[config.mk]
export PLATFORM = sky130hd
export DESIGN_NAME = exc_ctl
export DESIGN_NICKNAME = d
export VERILOG_FILES = /design/src/rtl/exc_ctl.sv
export SDC_FILE = /design/constraint.sdc
export NUM_CORES = 1
export LEC_CHECK = 0
export ABC_AREA = 0
export BUFFER_PORTS_ARGS = -buffer_cell sky130_fd_sc_hd__buf_2
export CORE_ASPECT_RATIO = 1.5
export CORE_MARGIN = 4
export CORE_UTILIZATION = 51
export CTS_BUF_LIST = sky130_fd_sc_hd__clkbuf_2 sky130_fd_sc_hd__clkbuf_4 sky130_fd_sc_hd__clkbuf_8
export DETAILED_ROUTE_END_ITERATION = 8
export PLACE_DENSITY = 0.83
export SLEW_MARGIN = 20
export SYNTH_ARGS = -nofsm -noshare
export SYNTH_HDL_FRONTEND = slang
export SYNTH_SLANG_ARGS = --single-unit
[constraint.sdc]
create_clock -name clk -period 3.05 [get_ports clk]
set_clock_uncertainty 0.15 [all_clocks]
set_input_delay 0.61 -clock clk [delete_from_list [all_inputs] [get_ports clk]]
set_output_delay 0.61 -clock clk [all_outputs]
set_load 0.02 [all_outputs]
[src/rtl/exc_ctl.sv]
// Exception/interrupt controller: latches IRQs and illegal-opcode events, sequences handler entry/return.
// Optional EXC_IRQ_MASK_EN adds a per-line interrupt mask register with write port.
module exc_ctl #(
  parameter int unsigned NUM_IRQ     = 4,
  parameter logic [31:0] VECTOR_ADDR = 32'h0000_0080,
  parameter int unsigned PC_W        = 32
) (
  input  logic                       clk,
  input  logic                       reset_n,
  input  logic [NUM_IRQ-1:0]         ext_irq,
  input  logic                       illOp,
  input  logic                       eret,
  input  logic [PC_W-1:0]            pc,
`ifdef EXC_IRQ_MASK_EN
  input  logic                       mask_we,
  input  logic [NUM_IRQ-1:0]         mask_wdata,
`endif
  output logic                       irq,
  output logic                       supervisorBit,
  output logic                       pc_redirect,
  output logic [PC_W-1:0]            redirect_pc,
  output logic [PC_W-1:0]            epc,
  output logic [4:0]                 cause,
  output logic [$clog2(NUM_IRQ)-1:0] irq_id,
  output logic [NUM_IRQ-1:0]         pending,
  output logic                       double_fault
);

  localparam int unsigned ID_W = $clog2(NUM_IRQ);
  localparam logic [4:0] CAUSE_INT = 5'd0;
  localparam logic [4:0] CAUSE_RI  = 5'd10;

  typedef enum logic [1:0] {USER, ENTER, HANDLER, RETURN} state_t;

  state_t              state, state_nx;
  logic [NUM_IRQ-1:0]  enable, req, clr;
  logic [ID_W-1:0]     winner;
  logic                hit;

  logic                irq_nx, sup_nx, redir_nx, df_nx;
  logic [PC_W-1:0]     rpc_nx, epc_nx;
  logic [4:0]          cause_nx;
  logic [ID_W-1:0]     id_nx;

`ifdef EXC_IRQ_MASK_EN
  logic [NUM_IRQ-1:0]  mask;

  always_ff @(posedge clk or negedge reset_n) begin
    if (!reset_n)     mask <= '1;
    else if (mask_we) mask <= mask_wdata;
  end

  assign enable = mask;
`else
  assign enable = '1;
`endif

  assign req = (pending | ext_irq) & enable;

  always_comb begin
    winner = '0;
    hit    = 1'b0;
    for (int unsigned i = 0; i < NUM_IRQ; i++) begin
      if (req[i] && !hit) begin
        winner = ID_W'(i);
        hit    = 1'b1;
      end
    end
  end

  // Clear the serviced bit during the ENTER cycle; OR-ing ext_irq afterwards lets a set win.
  assign clr = (state == ENTER && cause == CAUSE_INT) ? (NUM_IRQ'(1) << irq_id) : '0;

  always_ff @(posedge clk or negedge reset_n) begin
    if (!reset_n) state <= USER;
    else          state <= state_nx;
  end

  always_comb begin
    state_nx = state;
    epc_nx   = epc;
    cause_nx = cause;
    id_nx    = irq_id;
    df_nx    = double_fault;
    irq_nx   = 1'b0;
    sup_nx   = 1'b0;
    redir_nx = 1'b0;
    rpc_nx   = redirect_pc;
    case (state)
      USER: begin
        if (illOp) begin
          state_nx = ENTER;
          epc_nx   = pc;
          cause_nx = CAUSE_RI;
        end else if (hit) begin
          state_nx = ENTER;
          epc_nx   = pc;
          cause_nx = CAUSE_INT;
          id_nx    = winner;
        end
      end
      ENTER:   state_nx = HANDLER;
      HANDLER: begin
        if (illOp) df_nx    = 1'b1;
        if (eret)  state_nx = RETURN;
      end
      RETURN:  state_nx = USER;
      default: state_nx = USER;
    endcase
    // Outputs are decoded from the next state so they appear registered in the state they describe.
    case (state_nx)
      ENTER: begin
        irq_nx   = 1'b1;
        redir_nx = 1'b1;
        rpc_nx   = PC_W'(VECTOR_ADDR);
      end
      HANDLER: sup_nx = 1'b1;
      RETURN: begin
        sup_nx   = 1'b1;
        redir_nx = 1'b1;
        rpc_nx   = epc_nx;
      end
      default: ;
    endcase
  end

  always_ff @(posedge clk or negedge reset_n) begin
    if (!reset_n) begin
      irq           <= 1'b0;
      supervisorBit <= 1'b0;
      pc_redirect   <= 1'b0;
      redirect_pc   <= '0;
      epc           <= '0;
      cause         <= '0;
      irq_id        <= '0;
      pending       <= '0;
      double_fault  <= 1'b0;
    end else begin
      irq           <= irq_nx;
      supervisorBit <= sup_nx;
      pc_redirect   <= redir_nx;
      redirect_pc   <= rpc_nx;
      epc           <= epc_nx;
      cause         <= cause_nx;
      irq_id        <= id_nx;
      pending       <= (pending & ~clr) | ext_irq;
      double_fault  <= df_nx;
    end
  end

endmodule

==> out/qor_table.md, run 1 <==
| Step | Result | Reported |
| --- | --- | --- |
| worst hold path | Tightest Hold Check Type | input port to async pin |
| pwr | IR Drop Worst-Case VDD | 0.583 mV |
| clock network | CTS Buffer Depth | 2 |
| clock network | Number of clock sinks | 75 |
| detailed routing | M1 wire length | 2.83 mm |
| timing | Setup violators final | 0 |
| critical path | Kind of end point of the critical path | register |
| critical path | Slowest cell delay on critical path | 0.64 ns |
| detailed routing | Initial DRC Count | 137 |
| floorplan | Total Die Area | 7520 sq um |
| clock network | Clock tree from TritonCTS | done |
| floorplan | Initial core utilization | 53.3% |
| place | Number of input and output port buffers inserted | 115 |
| floorplan | # IOs | 119 |
| grt | Via count of the first global-routing pass | 2547 |
| clock network | Setup Buffers After CTS | 0 |
| pwr | Net load switching power | 2100 uW |
| outcome | Run status | finished clean |
| detailed routing | Vias per Instance | 5.47 |
| floorplan | Die height | 104 um |
| flow run | Maximum Capacitance Violations | 0 |
| critical path | Startpoint kind of the worst setup timing path | register |
| logic synthesis | Sequential share of the synthesized area | 59.6% |
| logic synthesis | Average cell area after synthesis | 13.6 sq um |
| clock network | Clock transition time at the flip-flop clock pins of the worst setup and hold paths | 0.08 ns |
| detailed routing | Met2 Routed Length | 3.95 mm |
| detailed routing | Number of DRC violations after detailed routing | 0 |
| logic synthesis | Synth cell types | 32 |
| critical path | Slowest cell on the critical path | sky130_fd_sc_hd__or4_1 |
| clock network | Clock buffers created by TritonCTS | 9 |
| grt | Global-route wire length before repair | 12.3 mm |
| detailed routing | ANT nets after route | 0 |
| detailed routing | Routed wire length per instance | 17.5 um |
| pwr | Power share of the combinational group | 49.8% |
| cells and area | Antenna diodes | 0 |
| pwr | Switching share of power | 41.8% |
| pwr | Reported leakage power | 0.00192 uW |
| cells and area | # nets final | 386 |
| pwr | Flop pwr share | 33.0% |
| timing | Final-report max-slew violation count | 0 |
| critical path | Total buffers and inverters traversed by the critical path | 1 |
| grt | Global-route congestion overflow total | 0 |
| place | Cell area after placement | 3760 sq um |
| detailed routing | Met3 wire length | 413 um |
| pwr | Clk pwr share | 17.2% |
| timing | Fin Hold WS | 0.254 ns |
| detailed routing | Routed Wire Length | 7.33 mm |
| cells and area | Most common cell after layout, fill and taps aside | sky130_fd_sc_hd__buf_2 |
| clock network | Clock insertion delay at the later pin of the skew report | 0.34 ns |
| logic synthesis | Synth Register Bits | 75 |
| critical path | Highest net fanout along the worst path | 19 |
| logic synthesis | Cell area after technology mapping | 3150 sq um |
| timing | Final clock period utilization by the worst path | 80.9% |
| timing | Least-Margin Pin Slew | 0.914 ns |
| grt | Global router's overall resource usage | 20.8% |
| logic synthesis | Number of standard cells after synthesis | 231 |
| cells and area | Area Overhead vs Synth | 26.6% |
| timing | Number of hold violations in the final report | 0 |
| pwr | Power Dens Cells | 1260 nW/um^2 |
| cells and area | Final instance area | 3990 sq um |
| floorplan | Number of core rows | 34 |
| timing | RSZ-0062 raised after global routing | no |
| timing | Worst slew margin relative to its limit | 39.0% |
| clock network | Clock H-tree levels | 3 |
| cells and area | Final core utilization | 67.5% |
| critical path | Required arrival time at the worst endpoint | 3.13 ns |
| place | GPL Wtd Cong | 0.738 |
| detailed routing | Top routing layer used | met4 |
| timing | Shortest period the worst path allows | 2.47 ns |
| cells and area | Fraction of final layout cells sized beyond drive strength 1 | 41.4% |
| grt | Pin count of the biggest net entering global routing | 76 |
| critical path | Arr. time, crit path | 2.54 ns |
| clock network | Hold bufs inserted after CTS | 0 |
| place | Placed wire-length estimate | 4.95 mm |
| cells and area | Most used cells in the layout excluding fill and tap cells | 114 x sky130_fd_sc_hd__buf_2, 75 x sky130_fd_sc_hd__dfrtp_1, 31 x sky130_fd_sc_hd__a31o_1 |
| critical path | Sequence of cells on the critical path | or4_1, o31ai_4, buf_4, mux2_1, a31o_1 |
| detailed routing | Vias | 2299 |
| critical path | Cell family with the largest share of critical-path delay | simple AND/OR/NAND/NOR gates |
| clock network | CTS resizes | 0 |
| floorplan | Placeable Area | 5910 sq um |
| detailed routing | Pre-Repair DR Iteration Count | 4 |
| timing | Total negative slack for setup checks | 0 ns |
| critical path | Startpoint-to-endpoint class of the critical path | register to register |
| logic synthesis | Synth Warn # | 0 |
| timing | Achievable frequency | 405 MHz |
| pwr | Internal power | 2920 uW |
| grt | Antenna violations before repair | 0 |
| floorplan | X dimension of the die | 72.2 um |
| clock network | Clock Root Buffer | sky130_fd_sc_hd__clkbuf_8 |
==> cell type report <==
class,count,area (sq um)
Fill cell,448,1920
Sequential cell,75,1880
Multi-Input combinational cell,135,1150
Timing Repair Buffer,120,628
Clock buffer,12,159
Tap cell,72,90.1
Clock inverter,4,72.6
Inverter,2,7.51
==> kinds of logic after synthesis <==
| kind of cell | count (synthesis) | synth area share, % |
|---|---|---|
| multiplexers | 33 | 11.8 |
| AND/OR/NAND/NOR | 21 | 4.01 |
| AO/OA/AOI/OAI | 75 | 19.0 |
| flip-flops | 75 | 59.6 |
| other | 1 | 0.119 |
| adder cells (fa/ha/maj) | 3 | 1.19 |
| buffers and inverters | 23 | 4.29 |
==> Yosys cell counts (all sizes together) <==
cell type | number | area (sq um)
a211oi | 1 | 7.51
a21boi | 31 | 233
a21o | 4 | 30.0
a21oi | 2 | 10.0
a22o | 1 | 8.76
a31o | 31 | 272
and2 | 1 | 8.76
buf | 12 | 93.8
clkbuf | 9 | 33.8
conb | 1 | 3.75
dfrtp | 75 | 1880
ha | 3 | 37.5
inv | 2 | 7.51
mux2 | 33 | 372
nand2 | 4 | 15.0
nand2b | 4 | 25.0
nand3 | 1 | 5.00
nand4b | 1 | 8.76
nor2 | 4 | 15.0
nor2b | 2 | 12.5
o21ai | 2 | 10.0
o22a | 1 | 8.76
o31ai | 2 | 20.0
or2 | 1 | 6.26
or4 | 3 | 30.0
==> stage by stage <==
step / total power [uW] / instances / worst slack (ns)
final: 5020 / 420 / 0.583
after CTS: 5070 / 420 / 0.567
after global routing: 5350 / 420 / 0.491
after floorplan: 3420 / 233 / 0.463
after detailed placement: 4200 / 404 / 0.284
after global placement: 4120 / 404 / 0.322
==> power groups by stage <==
stage | Sequential (uW) | Combinational (uW) | Clock (uW)
after CTS | 1660 | 2540 | 874
final | 1660 | 2500 | 862
after global placement | 1660 | 2450 | 0
after global routing | 1710 | 2720 | 922
after floorplan | 2170 | 1250 | 0
after detailed placement | 1670 | 2520 | 0
==> registers in the layout (all words and copies together) (netlist names) <==
register	flops
cause	1
redirect_pc	32
pc_redirect	1
irq	1
double_fault	1
irq_id	2
state	1
pending	4
epc	32
==> worst paths after layout <==
kind,startpoint,endpoint,slack (ns),depth (start not counted)
max reg2reg,pending[0]$_DFF_PN0_,redirect_pc[26]$_DFFE_PN0P_,0.58,5
min reg2reg,double_fault$_DFFE_PN0P_,double_fault$_DFFE_PN0P_,0.34,1
max,pending[0]$_DFF_PN0_,redirect_pc[26]$_DFFE_PN0P_,0.58,5
min,reset_n,epc[24]$_DFF_PN0_,0.25,1
min in group clk,ext_irq[2],pending[2]$_DFF_PN0_,0.33,2
max in group asynchronous,reset_n,epc[10]$_DFF_PN0_,1.91,1
==> per-layer routing <==
metal	vias to the layer above	global-route usage (%)
met5	-	0
met4	0	9.54
met3	12	4.35
met2	73	36.2
met1	1155	23.7
li1	1059	-
(Power assumes the default switching activity.)
==> run 2, diff against run 1 <==
--- a/config.mk
+++ b/config.mk
@@ -9,10 +9,10 @@
 export BUFFER_PORTS_ARGS = -buffer_cell sky130_fd_sc_hd__buf_2
 export CORE_ASPECT_RATIO = 1.5
 export CORE_MARGIN = 4
-export CORE_UTILIZATION = 51
+export CORE_UTILIZATION = 46
 export CTS_BUF_LIST = sky130_fd_sc_hd__clkbuf_2 sky130_fd_sc_hd__clkbuf_4 sky130_fd_sc_hd__clkbuf_8
 export DETAILED_ROUTE_END_ITERATION = 8
-export PLACE_DENSITY = 0.83
+export PLACE_DENSITY = 0.79
 export SLEW_MARGIN = 20
 export SYNTH_ARGS = -nofsm -noshare
 export SYNTH_HDL_FRONTEND = slang
==> constraint.sdc (replaced) <==
create_clock -name clk -period 2 [get_ports clk]
set_clock_uncertainty 0.15 [all_clocks]
set_input_delay 0.4 -clock clk [delete_from_list [all_inputs] [get_ports clk]]
set_output_delay 0.4 -clock clk [all_outputs]
set_load 0.02 [all_outputs]
==> out/qor_table.md, run 2 (same netlist as run 1, synthesis figures left out) <==
| Step | Result | Reported |
| --- | --- | --- |
| outcome | Run status | finished with violations |
| outcome | Failing checks | negative setup slack |
| floorplan | Die height | 109 um |
| clock network | Clock buffers created by TritonCTS | 9 |
| critical path | Cell family with the largest share of critical-path delay | simple AND/OR/NAND/NOR gates |
| pwr | Switching share of power | 40.4% |
| clock network | Clock insertion delay at the later pin of the skew report | 0.36 ns |
| grt | Antenna violations before repair | 0 |
| place | Placed wire-length estimate | 5.34 mm |
| pwr | Power Dens Cells | 1980 nW/um^2 |
| critical path | Kind of end point of the critical path | register |
| floorplan | Total Die Area | 8260 sq um |
| worst hold path | Tightest Hold Check Type | input port to register |
| place | Worst setup slack before clock tree synthesis | -0.523 ns |
| cells and area | Multi-input combinational cell area | 1330 sq um |
| flow run | Maximum Capacitance Violations | 0 |
| critical path | Required arrival time at the worst endpoint | 2.10 ns |
| pwr | Total power of the final layout | 8990 uW |
| timing | Worst setup margin | -0.346 ns |
| clock network | Clock Root Buffer | sky130_fd_sc_hd__clkbuf_8 |
| grt | Global-route wire length before repair | 13.5 mm |
| timing | Achievable frequency | 426 MHz |
| timing | Final-report max-slew violation count | 0 |
| floorplan | X dimension of the die | 75.6 um |
| pwr | Internal power | 5360 uW |
| cells and area | Most used cells in the layout excluding fill and tap cells | 114 x sky130_fd_sc_hd__buf_2, 72 x sky130_fd_sc_hd__dfrtp_1, 32 x sky130_fd_sc_hd__mux2_4 |
| detailed routing | Number of DRC violations after detailed routing | 0 |
| clock network | CTS Buffer Depth | 2 |
| detailed routing | Routed Wire Length | 9.18 mm |
| critical path | Highest net fanout along the worst path | 7 |
| timing | Setup violators final | 67 |
| critical path | Sequence of cells on the critical path | or4_4, o31ai_4, buf_6, buf_12, buf_16, mux2_4, o22a_1 |
| cells and area | Final core utilization | 68.9% |
| pwr | IR Drop Worst-Case VDD | 1.12 mV |
| timing | RSZ-0062 raised after global routing | yes |
| detailed routing | Vias per Instance | 5.50 |
| timing | Fin Hold WS | 0.128 ns |
| detailed routing | ANT nets after route | 0 |
| cells and area | # nets final | 418 |
| detailed routing | Initial DRC Count | 94 |
| critical path | Startpoint-to-endpoint class of the critical path | register to register |
| critical path | Arr. time, crit path | 2.45 ns |
| timing | Number of hold violations in the final report | 0 |
| floorplan | Initial core utilization | 47.9% |
| floorplan | Number of core rows | 36 |
| pwr | Flop pwr share | 28.4% |
| timing | Final clock period utilization by the worst path | 117% |
| timing | Shortest period the worst path allows | 2.35 ns |
| clock network | Clock tree from TritonCTS | done |
| clock network | Number of clock sinks | 75 |
| pwr | Reported leakage power | 0.00229 uW |
| pwr | Clk pwr share | 14.9% |
| floorplan | Placeable Area | 6580 sq um |
| cells and area | Registers with the most flip-flops | epc: 32 flops, redirect_pc: 32 flops, pending: 4 flops |
| cells and area | Fraction of final layout cells sized beyond drive strength 1 | 56.1% |
| cells and area | FF+latch area | 1880 sq um |
| detailed routing | Routed wire length per instance | 20.1 um |
| grt | Via count of the first global-routing pass | 2651 |
| critical path | Startpoint kind of the worst setup timing path | register |
| floorplan | # IOs | 119 |
| grt | Pin count of the biggest net entering global routing | 46 |
| clock network | Clock transition time at the flip-flop clock pins of the worst setup and hold paths | 0.08 ns |
| place | GPL Wtd Cong | 0.751 |
| cells and area | Antenna diodes | 0 |
| grt | Global router's overall resource usage | 22.4% |
| detailed routing | Pre-Repair DR Iteration Count | 4 |
| pwr | Net load switching power | 3630 uW |
| critical path | Slowest cell on the critical path | sky130_fd_sc_hd__or4_4 |
| critical path | Total buffers and inverters traversed by the critical path | 3 |
| cells and area | Number of filler instances in the final layout | 491 |
| clock network | Clock H-tree levels | 3 |
| pwr | Power share of the combinational group | 56.7% |
| cells and area | Most common cell after layout, fill and taps aside | sky130_fd_sc_hd__buf_2 |
| detailed routing | Vias | 2508 |
| place | Number of input and output port buffers inserted | 115 |
| critical path | Slowest cell delay on critical path | 0.52 ns |
| grt | Global-route congestion overflow total | 0 |
| cells and area | Area Overhead vs Synth | 43.9% |
[run 2: cell types whose count changed in the layout (fill, tap and decap cells not counted), moves of 5 or more]
cell and change:
sky130_fd_sc_hd__buf_6 +7, sky130_fd_sc_hd__mux2_1 -30, sky130_fd_sc_hd__buf_4 +12, sky130_fd_sc_hd__a21boi_0 -6, sky130_fd_sc_hd__buf_12 +5, sky130_fd_sc_hd__mux2_4 +32
[run 2: routing by layer]
metal | vias to the layer above | wire, um | track usage (%)
met5 | - | 0 | 0
met4 | 0 | 181 | 10.1
met3 | 12 | 384 | 4.12
met2 | 74 | 5140 | 40.0
met1 | 1293 | 3470 | 25.3
li1 | 1129 | - | -
[run 2: worst register-to-register path: stages, from the launching register on]
cell	delay [ns]
sky130_fd_sc_hd__dfrtp_2	0.40
sky130_fd_sc_hd__or4_4	0.52
sky130_fd_sc_hd__o31ai_4	0.26
sky130_fd_sc_hd__buf_6	0.15
sky130_fd_sc_hd__buf_12	0.12
sky130_fd_sc_hd__buf_16	0.14
sky130_fd_sc_hd__mux2_4	0.33
sky130_fd_sc_hd__o22a_1	0.16
[run 2: worst paths after layout]
path	slack, ns	depth (start not counted)	from	endpoint
worst min-delay path	0.13	2	pc[22]	epc[22]$_DFF_PN0_
worst min register to register	0.33	1	double_fault$_DFFE_PN0P_	double_fault$_DFFE_PN0P_
worst max register to register	-0.35	7	pending[0]$_DFF_PN0_	redirect_pc[7]$_DFFE_PN0P_
worst max-delay path	-0.35	7	pending[0]$_DFF_PN0_	redirect_pc[7]$_DFFE_PN0P_
min in group asynchronous	0.39	2	reset_n	epc[21]$_DFF_PN0_
max in group asynchronous	0.72	3	reset_n	state[1]$_DFF_PN0_
[run 2: what timing repair did]
item / CTS / global route
setup buffers: 6 / 4
cloned: 5 / 4
endpoints found under the setup margin: 66 / 67
hold buffers: 1 / 0
pin swaps: 25 / 5
resized for setup: 45 / 16
hold endpoints to repair: 30 / 0
[run 2: layout make-up]
type / count / area share (%)
Clock buffer: 12 / 3.51
Clock inverter: 4 / 1.60
Inverter: 2 / 0.166
Multi-Input combinational cell: 139 / 29.4
Sequential cell: 75 / 41.5
Tap cell: 76 / 2.10
Timing Repair Buffer: 148 / 21.8
[run 2: per-stage QoR]
stage / setup TNS, ns / area, sq um / cells
after floorplan: -17.53 / 3170 / 233
after global placement: -24.83 / 3890 / 421
after detailed placement: -25.56 / 3890 / 421
after CTS: -14.70 / 4440 / 449
after global routing: -17.48 / 4530 / 456
final: -14.78 / 4530 / 456
[run 2: power groups by stage]
| stage | sequential, uW | clock, uW | combinational, uW |
|---|---|---|---|
| 2_1_floorplan | 3310 | 0 | 1930 |
| 4_1_cts | 2540 | 1350 | 4970 |
| 3_3_place_gp | 2530 | 0 | 3870 |
| 3_5_place_dp | 2540 | 0 | 3980 |
| 5_1_grt | 2620 | 1410 | 5430 |
| 6_report | 2550 | 1340 | 5100 |
==> run 3, diff against run 2 <==
--- a/config.mk
+++ b/config.mk
@@ -9,10 +9,11 @@
 export BUFFER_PORTS_ARGS = -buffer_cell sky130_fd_sc_hd__buf_2
 export CORE_ASPECT_RATIO = 1.5
 export CORE_MARGIN = 4
-export CORE_UTILIZATION = 46
+export CORE_UTILIZATION = 51
 export CTS_BUF_LIST = sky130_fd_sc_hd__clkbuf_2 sky130_fd_sc_hd__clkbuf_4 sky130_fd_sc_hd__clkbuf_8
 export DETAILED_ROUTE_END_ITERATION = 8
-export PLACE_DENSITY = 0.79
+export HOLD_SLACK_MARGIN = 0.12
+export PLACE_DENSITY = 0.83
 export SLEW_MARGIN = 20
 export SYNTH_ARGS = -nofsm -noshare
 export SYNTH_HDL_FRONTEND = slang
==> constraint.sdc (replaced) <==
create_clock -name clk -period 2.4 [get_ports clk]
set_clock_uncertainty 0.15 [all_clocks]
set_input_delay 0.48 -clock clk [delete_from_list [all_inputs] [get_ports clk]]
set_output_delay 0.48 -clock clk [all_outputs]
set_load 0.02 [all_outputs]
==> out/qor_table.md, run 3 (same netlist as run 1, synthesis figures left out) <==
| Step | Result | Reported |
| --- | --- | --- |
| cells and area | Multi-input combinational cell area | 1160 sq um |
| detailed routing | Initial DRC Count | 112 |
| place | Worst setup slack before clock tree synthesis | -0.166 ns |
| grt | Via count of the first global-routing pass | 2520 |
| cells and area | Most used cells in the layout excluding fill and tap cells | 114 x sky130_fd_sc_hd__buf_2, 74 x sky130_fd_sc_hd__dfrtp_1, 31 x sky130_fd_sc_hd__a31o_1 |
| floorplan | X dimension of the die | 72.2 um |
| grt | Antenna violations before repair | 0 |
| worst hold path | Hold-critical path endpoint | pending[1]$_DFF_PN0_ |
| place | Total instance count after detailed placement | 412 |
| critical path | Required arrival time at the worst endpoint | 2.49 ns |
| critical path | Sequence of cells on the critical path | or4_4, o31ai_4, buf_4, clkbuf_16, mux2_1, a31o_1 |
| timing | Worst setup margin | 0.0362 ns |
| cells and area | Final core utilization | 70.7% |
| cells and area | FF+latch area | 1880 sq um |
| clock network | Clock transition time at the flip-flop clock pins of the worst setup and hold paths | 0.08 ns |
| clock network | Clock tree from TritonCTS | done |
| detailed routing | Routed wire length per instance | 18.0 um |
| pwr | Power Dens Cells | 1620 nW/um^2 |
| cells and area | Registers with the most flip-flops | epc: 32 flops, redirect_pc: 32 flops, pending: 4 flops |
| timing | Number of hold violations in the final report | 0 |
| worst hold path | Min-delay src | ext_irq[1] |
| worst hold path | Worst Hold Path Cells | 2 |
| critical path | Kind of end point of the critical path | register |
| critical path | Destination of the worst register-to-register timing path | redirect_pc[25]$_DFFE_PN0P_ |
| detailed routing | Routed Wire Length | 7.80 mm |
| critical path | Startpoint kind of the worst setup timing path | register |
| floorplan | Die height | 104 um |
| cells and area | Antenna diodes | 0 |
| timing | Shortest period the worst path allows | 2.36 ns |
| worst hold path | Tightest Hold Check Type | input port to register |
| timing | Final-report max-slew violation count | 0 |
| place | Placed wire-length estimate | 5.20 mm |
| pwr | Reported leakage power | 0.00203 uW |
| floorplan | # IOs | 119 |
| detailed routing | Pre-Repair DR Iteration Count | 4 |
| clock network | Clock insertion delay at the later pin of the skew report | 0.35 ns |
| critical path | Arr. time, crit path | 2.46 ns |
| critical path | Cell family with the largest share of critical-path delay | simple AND/OR/NAND/NOR gates |
| cells and area | Layout Cells excl Fill | 434 |
| clock network | Number of clock sinks | 75 |
| clock network | Clock H-tree levels | 3 |
| pwr | IR Drop Worst-Case VDD | 0.988 mV |
| cells and area | Number of filler instances in the final layout | 422 |
| clock network | Clock Root Buffer | sky130_fd_sc_hd__clkbuf_8 |
| critical path | Slowest cell delay on critical path | 0.54 ns |
| outcome | Run status | finished clean |
| critical path | Highest net fanout along the worst path | 9 |
| timing | Achievable frequency | 423 MHz |
| cells and area | # nets final | 400 |
| timing | Final clock period utilization by the worst path | 98.5% |
| critical path | Length in cells of the worst reg-to-reg path | 6 |
| detailed routing | ANT nets after route | 0 |
| detailed routing | Vias | 2370 |
| clock network | CTS Buffer Depth | 2 |
| timing | Total negative slack for setup checks | 0 ns |
| cells and area | Area Overhead vs Synth | 32.6% |
| detailed routing | Number of DRC violations after detailed routing | 0 |
| grt | Global router's overall resource usage | 21.2% |
| critical path | Reg-to-Reg Start | pending[1]$_DFF_PN0_ |
| detailed routing | Vias per Instance | 5.46 |
| grt | Global-route congestion overflow total | 0 |
| place | GPL Wtd Cong | 0.771 |
| cells and area | Fraction of final layout cells sized beyond drive strength 1 | 44.2% |
| floorplan | Total Die Area | 7520 sq um |
| place | Number of input and output port buffers inserted | 115 |
| critical path | Total buffers and inverters traversed by the critical path | 2 |
| critical path | Startpoint-to-endpoint class of the critical path | register to register |
| floorplan | Placeable Area | 5910 sq um |
| timing | Worst slew margin relative to its limit | 62.8% |
| flow run | Maximum Capacitance Violations | 0 |
| grt | Pin count of the biggest net entering global routing | 46 |
| clock network | Clock buffers created by TritonCTS | 9 |
| critical path | Slowest cell on the critical path | sky130_fd_sc_hd__or4_4 |
| timing | Setup violators final | 0 |
| cells and area | Most common cell after layout, fill and taps aside | sky130_fd_sc_hd__buf_2 |
| floorplan | Initial core utilization | 53.3% |
| grt | Global-route wire length before repair | 12.4 mm |
| critical path | Worst-case register-to-register setup slack | 0.04 ns |
| floorplan | Number of core rows | 34 |
| timing | Least-Margin Pin Slew | 0.558 ns |
run 3: power by group:
group	switching (uW)	internal, uW	leakage [uW]
clock network	449	865	0.000140
logic	1980	1360	0.000980
registers	292	1820	0.000906
run 3: timing repair:
| item | CTS | global route |
|---|---|---|
| resized for setup | 1 | 5 |
| setup buffers | 0 | 3 |
| cloned | 0 | 2 |
| setup endpoints to repair | 7 | 25 |
| pin swaps | 0 | 3 |
| hold buffers | 1 | 0 |
| endpoints found under the hold margin | 43 | 0 |
run 3: layout make-up:
cell class / instances / area share [%]
flip-flops and latches: 75 / 45.0
multi-input cells: 135 / 27.7
repair buffers: 134 / 18.3
clock buffers: 12 / 3.80
clock inverters: 4 / 2.88
well taps: 72 / 2.16
inverters: 2 / 0.180
run 3: through the flow:
stage,cell area (sq um),hold WS (ns),power (uW)
after global placement,3820,0.317,5270
after CTS,4120,0.186,6700
after global routing,4180,0.197,7180
final,4180,0.200,6760
after detailed placement,3820,0.318,5360
after floorplan,3170,0.0344,4360
run 3: layer usage:
layer | GRT usage, % | vias to the layer above | wire length (um)
met5 | 0 | - | 0
met4 | 10.9 | 0 | 221
met3 | 4.06 | 16 | 462
met2 | 36.6 | 77 | 4250
met1 | 24.1 | 1190 | 2870
li1 | - | 1087 | -
run 3: how the worst max path moves through the flow:
stage | start | end | slack (ns) | depth (start not counted)
floorplan | pending[2]$_DFF_PN0_ | redirect_pc[14]$_DFFE_PN0P_ | -0.04 | 6
global placement | ext_irq[2] | redirect_pc[15]$_DFFE_PN0P_ | -0.14 | 6
detailed placement | ext_irq[2] | redirect_pc[13]$_DFFE_PN0P_ | -0.17 | 6
CTS | pending[2]$_DFF_PN0_ | redirect_pc[2]$_DFFE_PN0P_ | 0.02 | 5
global route | pending[1]$_DFF_PN0_ | redirect_pc[25]$_DFFE_PN0P_ | -0.01 | 6
finish | pending[1]$_DFF_PN0_ | redirect_pc[25]$_DFFE_PN0P_ | 0.04 | 6
run 3: worst register-to-register path, stage by stage, from the launching register on:
cell and delay, ns:
sky130_fd_sc_hd__dfrtp_1 0.41, sky130_fd_sc_hd__or4_4 0.54, sky130_fd_sc_hd__o31ai_4 0.27, sky130_fd_sc_hd__buf_4 0.18, sky130_fd_sc_hd__clkbuf_16 0.16, sky130_fd_sc_hd__mux2_1 0.34, sky130_fd_sc_hd__a31o_1 0.22
